[src/rtl/pps_pkg.sv]
// pps_pkg: shared state type and phase-width helper for the pps generator and receiver
package pps_pkg;
   typedef enum logic [1:0] {IDLE, ARM, RUN} pps_gen_state_t;
   function automatic int pps_phase_width(input int freq);
      return $clog2(freq);
   endfunction
endpackage

[src/rtl/pps_if.sv]
// pps_if: fabric control channel for phase steps, phase loads and seconds preset
interface pps_if #(parameter int W = pps_pkg::pps_phase_width(125000000));
   logic         adj_valid;
   logic         adj_adv;
   logic         adj_ready;
   logic         load_valid;
   logic [W-1:0] load_phase;
   logic         load_ready;
   logic         tod_valid;
   logic [31:0]  tod_value;
   modport master (
      output adj_valid, adj_adv, load_valid, load_phase, tod_valid, tod_value,
      input  adj_ready, load_ready
   );
   modport slave (
      input  adj_valid, adj_adv, load_valid, load_phase, tod_valid, tod_value,
      output adj_ready, load_ready
   );
endinterface

[src/rtl/pps_phase_counter.sv]
// pps_phase_counter: per-second phase counter with one-tick steps and absolute loads
module pps_phase_counter import pps_pkg::*; #(
   parameter int F = 125000000,
   parameter int W = pps_phase_width(F)
) (
   input  logic         clk,
   input  logic         rst,
   input  logic         adj_valid,
   input  logic         adj_adv,
   output logic         adj_ready,
   input  logic         load_valid,
   input  logic [W-1:0] load_phase,
   output logic         load_ready,
   output logic         load_acc,
   output logic [W-1:0] phase_cnt,
   output logic         wrap
);
   localparam logic [W-1:0] LAST = W'(F - 1);
   localparam logic [W-1:0] MID = W'(F / 2);
   logic         pend, adv, apply, adj_acc;
   logic [W-1:0] inc, nxt;
   assign adj_ready = !pend;
   assign load_ready = !pend;
   assign load_acc = load_valid && load_ready;
   assign adj_acc = adj_valid && adj_ready && !load_acc;
   assign apply = pend && phase_cnt == MID;
   assign wrap = phase_cnt == LAST;
   // steps land mid-second so they never disturb the pulse
   always_comb begin
      inc = wrap ? '0 : phase_cnt + W'(1);
      nxt = load_acc ? (load_phase > LAST ? LAST : load_phase) :
            !apply   ? inc :
            adv      ? (inc == LAST ? '0 : inc + W'(1)) : phase_cnt;
   end
   always_ff @(posedge clk) begin
      if (rst) begin
         phase_cnt <= '0;
         pend <= 1'b0;
         adv <= 1'b0;
      end else begin
         phase_cnt <= nxt;
         pend <= adj_acc || (pend && !apply);
         if (adj_acc) adv <= adj_adv;
      end
   end
endmodule

[src/rtl/pps_generator_top.sv]
// pps_generator_top: local 1PPS source with phase steering and a seconds counter
module pps_generator_top import pps_pkg::*; #(
   parameter int C_CLOCK_FREQUENCY = 125000000,
   parameter int C_PULSE_WIDTH = 12500000,
   localparam int W = pps_phase_width(C_CLOCK_FREQUENCY)
) (
   input  logic         clk,
   input  logic         rst,
   input  logic         enable,
   pps_if.slave         ctl,
   output logic         pps_out,
   output logic         pps_tick,
   output logic [31:0]  sec_count,
   output logic [W-1:0] phase,
   output logic         running
);
   localparam logic [W-1:0] PW = W'(C_PULSE_WIDTH);
   pps_gen_state_t state, state_n;
   logic         load_acc, wrap, stay, tick_n, tod_pend;
   logic [31:0]  tod_hold;
   logic [W-1:0] phase_cnt;
   pps_phase_counter #(.F(C_CLOCK_FREQUENCY), .W(W)) u_cnt (
      .clk        (clk),
      .rst        (rst),
      .adj_valid  (ctl.adj_valid),
      .adj_adv    (ctl.adj_adv),
      .adj_ready  (ctl.adj_ready),
      .load_valid (ctl.load_valid),
      .load_phase (ctl.load_phase),
      .load_ready (ctl.load_ready),
      .load_acc   (load_acc),
      .phase_cnt  (phase_cnt),
      .wrap       (wrap)
   );
   // a load re-arms, so the pulse only resumes at the next natural wrap
   always_comb begin
      state_n = !enable ? IDLE :
                (state == IDLE || load_acc) ? ARM :
                (state == ARM && wrap) ? RUN : state;
      stay = state == RUN && state_n == RUN;
      tick_n = stay && phase_cnt == '0;
   end
   always_ff @(posedge clk) begin
      if (rst) begin
         state <= IDLE;
         pps_out <= 1'b0;
         pps_tick <= 1'b0;
         sec_count <= '0;
         phase <= '0;
         running <= 1'b0;
         tod_pend <= 1'b0;
         tod_hold <= '0;
      end else begin
         state <= state_n;
         pps_out <= stay && phase_cnt < PW;
         pps_tick <= tick_n;
         phase <= phase_cnt;
         running <= state == RUN;
         if (tick_n) begin
            sec_count <= tod_pend ? tod_hold : sec_count + 32'd1;
            tod_pend <= 1'b0;
         end
         if (ctl.tod_valid) begin
            tod_pend <= 1'b1;
            tod_hold <= ctl.tod_value;
         end
      end
   end
endmodule

[src/flat_wrapper.sv]
// flat-port wrapper written by rule: the top's interface ports become plain ports
module pps_generator_top_flat import pps_pkg::*;
#(
   parameter int C_CLOCK_FREQUENCY = 125000000,
   parameter int C_PULSE_WIDTH = 12500000,
   localparam int W = pps_phase_width(C_CLOCK_FREQUENCY)
)
  (clk, rst, enable, pps_out, pps_tick, sec_count, phase, running, ctl_adj_valid, ctl_adj_adv, ctl_load_valid, ctl_load_phase, ctl_tod_valid, ctl_tod_value, ctl_adj_ready, ctl_load_ready);
  pps_if #(.W(W)) ctl_i ();
  input  logic clk;
  input  logic rst;
  input  logic enable;
  output logic pps_out;
  output logic pps_tick;
  output logic [31:0] sec_count;
  output logic [W-1:0] phase;
  output logic running;
  input wire logic [$bits(ctl_i.adj_valid)-1:0] ctl_adj_valid;
  input wire logic [$bits(ctl_i.adj_adv)-1:0] ctl_adj_adv;
  input wire logic [$bits(ctl_i.load_valid)-1:0] ctl_load_valid;
  input wire logic [$bits(ctl_i.load_phase)-1:0] ctl_load_phase;
  input wire logic [$bits(ctl_i.tod_valid)-1:0] ctl_tod_valid;
  input wire logic [$bits(ctl_i.tod_value)-1:0] ctl_tod_value;
  output wire logic [$bits(ctl_i.adj_ready)-1:0] ctl_adj_ready;
  output wire logic [$bits(ctl_i.load_ready)-1:0] ctl_load_ready;
  assign ctl_i.adj_valid = ctl_adj_valid;
  assign ctl_i.adj_adv = ctl_adj_adv;
  assign ctl_i.load_valid = ctl_load_valid;
  assign ctl_i.load_phase = ctl_load_phase;
  assign ctl_i.tod_valid = ctl_tod_valid;
  assign ctl_i.tod_value = ctl_tod_value;
  assign ctl_adj_ready = ctl_i.adj_ready;
  assign ctl_load_ready = ctl_i.load_ready;
  pps_generator_top #(.C_CLOCK_FREQUENCY(C_CLOCK_FREQUENCY), .C_PULSE_WIDTH(C_PULSE_WIDTH)) u_core (.clk(clk), .rst(rst), .enable(enable), .ctl(ctl_i), .pps_out(pps_out), .pps_tick(pps_tick), .sec_count(sec_count), .phase(phase), .running(running));
endmodule
[config.mk]
export PLATFORM = sky130hd
export DESIGN_NAME = pps_generator_top_flat
export DESIGN_NICKNAME = d
export VERILOG_FILES = /design/src/rtl/pps_pkg.sv /design/src/rtl/pps_if.sv /design/src/rtl/pps_phase_counter.sv /design/src/rtl/pps_generator_top.sv /design/src/flat_wrapper.sv
export SDC_FILE = /design/constraint.sdc
export NUM_CORES = 1
export LEC_CHECK = 0
export BUFFER_PORTS_ARGS = -buffer_cell sky130_fd_sc_hd__buf_2
export CORE_ASPECT_RATIO = 0.9
export CORE_MARGIN = 2
export CORE_UTILIZATION = 30
export DETAILED_ROUTE_END_ITERATION = 7
export GPL_ROUTABILITY_DRIVEN = 0
export PLACE_DENSITY = 0.49
export SYNTH_ARGS = -nofsm -noshare
export SYNTH_HDL_FRONTEND = slang
export SYNTH_SLANG_ARGS = --single-unit
[constraint.sdc]
create_clock -name clk -period 2.75 [get_ports clk]
set_input_delay 0.275 -clock clk [delete_from_list [all_inputs] [get_ports clk]]
set_output_delay 0.275 -clock clk [all_outputs]
set_load 0.005 [all_outputs]
==> flow_summary.toml <==
[logic_synthesis]
synth_cells = 717
ys_seq_area_share_pct = 41.6
synth_cell_types = 64
synth-edff-count = 0
syn_avg_cell_area_um2 = 8.45
synthFlopType = "dfxtp_1"
yosys-top-cells-area = "dfxtp_1 (42%), mux2i_1 (5.6%), nor2_1 (4.2%)"
synthesis.area_um2 = 6060
syn_nets = 787
yosysTopAreaCell = "dfxtp_1"
synth_seq_cells = 126
ys_async_sr_fraction_pct = 0
yosysTopAreaCellShare_pct = 41.6
yosysMostFrequentCell = "dfxtp_1"
synth_commonest_cells = "dfxtp_1 (126), nor2_1 (68), nand2_1 (53)"
ys_warn_count = 0

[setup_path]
critical_path_required_ps = 3050
setup.worst_path.class = "reg2reg"
arrival_ps = 2810
cp_max_fo = 6
worstSetupStartpointType = "register"
endpoint_kind = "register"

[status]
outcome = "finished clean"

[global_routing]
grt_antenna_before_repair = 1
grt_pass1_wl_mm = 30.9
grt_max_degree = 84
grt_overflow = 0
grt_pass1_vias = 5450
grt_usage_pct = 18.4

[routing]
drcViolationCount = 0
vias = 5801
ant_nets = 0
wl_per_cell_um = 17.6
avgViaCountPerCell = 5.18
wl_mm = 19.7
drt_iter0_drc = 500
drt-pass1-iter-count = 5

[job]
drv_cap = 0

[layout]
area_delta_synth_final_pct = 26.6
final_cells = 1120
nets = 922
num-fill-cells = 2091
diodes = 0
drive_above_1_share_pct = 24.3

[die]
rows = 49
start_util_pct = 30.4
fp.dieH_um = 139
io_pins = 130
die_width_um = 154
core_um2 = 19900
dieArea_um2 = 21400

[sta]
finalSetupViolCount = 0
period_minus_slack_ps = 2510
fin_crit_sh_pct = 91.3
clock_skew_ps = 11.8
whs_ps = 84.6
fin_setup_tns_ps = 0
fmax_ghz = 0.398
slew_headroom_pct = 49.4
worstMarginPinSlew_ps = 758
hold_viol = 0
maxSlewViolCount = 0
fin_ws_ps = 240
rsz0062_at_grt = "no"

[cts]
cts.sinks = 126
htree_levels = 4
cts.reportedPaths.clkPinSlew_ps = 60
cts_buffer_depth = 2
clk_latency_ps = 420
hold_buffers = 0
cts_inserted_buffers = 17
cts-root-buf = "clkbuf_16"
tritoncts = "built"

[power_and_ir_drop]
powerDensity_nw_per_um2 = 597
power_uw = 4580
p_leak_uw = 0.00312
peakVddDrop_mv = 0.387

[placed_design]
pre_cts_slack_ps = 181
dp.cells = 1088
hpwl_mm = 14.1
port_buffers = 129

[min_path]
holdCritPathClass = "in2reg"
[layout make-up]
cell class | instances | area, um2 | share of cell area, %
multi-input combinational | 529 | 3290 | 42.9
inverter | 16 | 60.1 | 0.783
tap | 255 | 319 | 4.16
clock inverter | 12 | 115 | 1.50
timing repair buffer | 162 | 908 | 11.8
sequential | 126 | 2520 | 32.9
clock buffer | 20 | 457 | 5.95
[registers in the layout, summed over array words and instances, names as in the netlist]
register                cells
u_core.u_cnt.pend           1
u_core.state                2
u_core.tod_pend             1
u_core.phase               27
u_core.u_cnt.adv            1
u_core.pps_out              1
u_core.tod_hold            32
u_core.u_cnt.phase_cnt     27
u_core.pps_tick             1
u_core.sec_count           32
u_core.running              1
[where the power goes]
part | switching (uW) | internal [uW] | total [uW]
sequential | 72.2 | 1910 | 1980
combinational | 257 | 193 | 450
clock | 861 | 1290 | 2150
[through the flow]
| step | instance area (um2) | util (%) |
|---|---|---|
| floorplan | 6060 | - |
| global placement | 7090 | 35.6 |
| detailed placement | 7090 | 35.6 |
| CTS | 7660 | 38.5 |
| global route | 7670 | 38.5 |
| finish | 7670 | 38.5 |
[final timing paths]
check | startpoint | to | slack, ps | cells past startpoint
min reg2reg | u_core.tod_hold[18] | u_core.sec_count[18] | 470 | 2
max reg2reg | u_core.u_cnt.phase_cnt[0] | u_core.u_cnt.phase_cnt[1] | 240 | 10
max | u_core.u_cnt.phase_cnt[0] | u_core.u_cnt.phase_cnt[1] | 240 | 10
min | ctl_adj_adv | u_core.u_cnt.adv | 80 | 3
[timing repair]
item / CTS / global route
gates resized for setup: 0 / 1
endpoints found under the setup margin: 0 / 1
setup buffers: 0 / 0
[per-layer routing]
metal	part of all wire (%)	track usage, %
met5	0	0
met4	1.1	5.90
met3	5.8	4.53
met2	43	26.2
met1	50	27.2
[cells in the final DEF, fill, tap and decap left out, types with 6 or more instances in the layout]
cell | Yosys | layout
and2_1 | 13 | 13
buf_2 | 12 | 128
nand2_1 | 53 | 53
a21oi_1 | 49 | 49
nor4_1 | 11 | 11
buf_4 | 2 | 33
xor2_1 | 9 | 9
nor2_1 | 68 | 68
o21ai_0 | 31 | 31
o22ai_1 | 15 | 15
or3_1 | 8 | 8
and3_1 | 8 | 8
nor3_1 | 28 | 28
mux2i_1 | 34 | 34
o21ai_1 | 6 | 6
inv_1 | 16 | 16
nand4_1 | 22 | 22
nor4b_1 | 7 | 7
clkbuf_16 | 0 | 17
nor2b_1 | 30 | 30
dfxtp_1 | 126 | 126
clkinvlp_4 | 0 | 6
and4_1 | 7 | 7
a31oi_1 | 7 | 7
nand3_1 | 29 | 29
xnor2_1 | 14 | 14
nand2b_1 | 6 | 6
a22oi_1 | 13 | 13
[worst max-delay path: stages, from the launching register on]
cell,delay [ps]
dfxtp_1,410
ha_1,210
nand3_1,100
or2_2,350
nor4b_4,340
nor2b_1,110
ha_1,290
or3_1,330
o21ai_0,70
a21o_1,130
nor3_1,40
[logic make-up (layout without fill, tap and decap cells)]
logic type                 count (synthesis)  in the layout  synth area share, %
buffers and inverters                     62            210                 4.34
DFF                                      126            126                 41.6
AOI/OAI and AO/OA                        158            158                 16.5
and+or+nand+nor                          309            309                 27.6
adders and majority gates                  4              4                0.826
muxes                                     35             35                 5.80
xor gates and xnor gates                  23             23                 3.32
(Power assumes the default switching activity.)
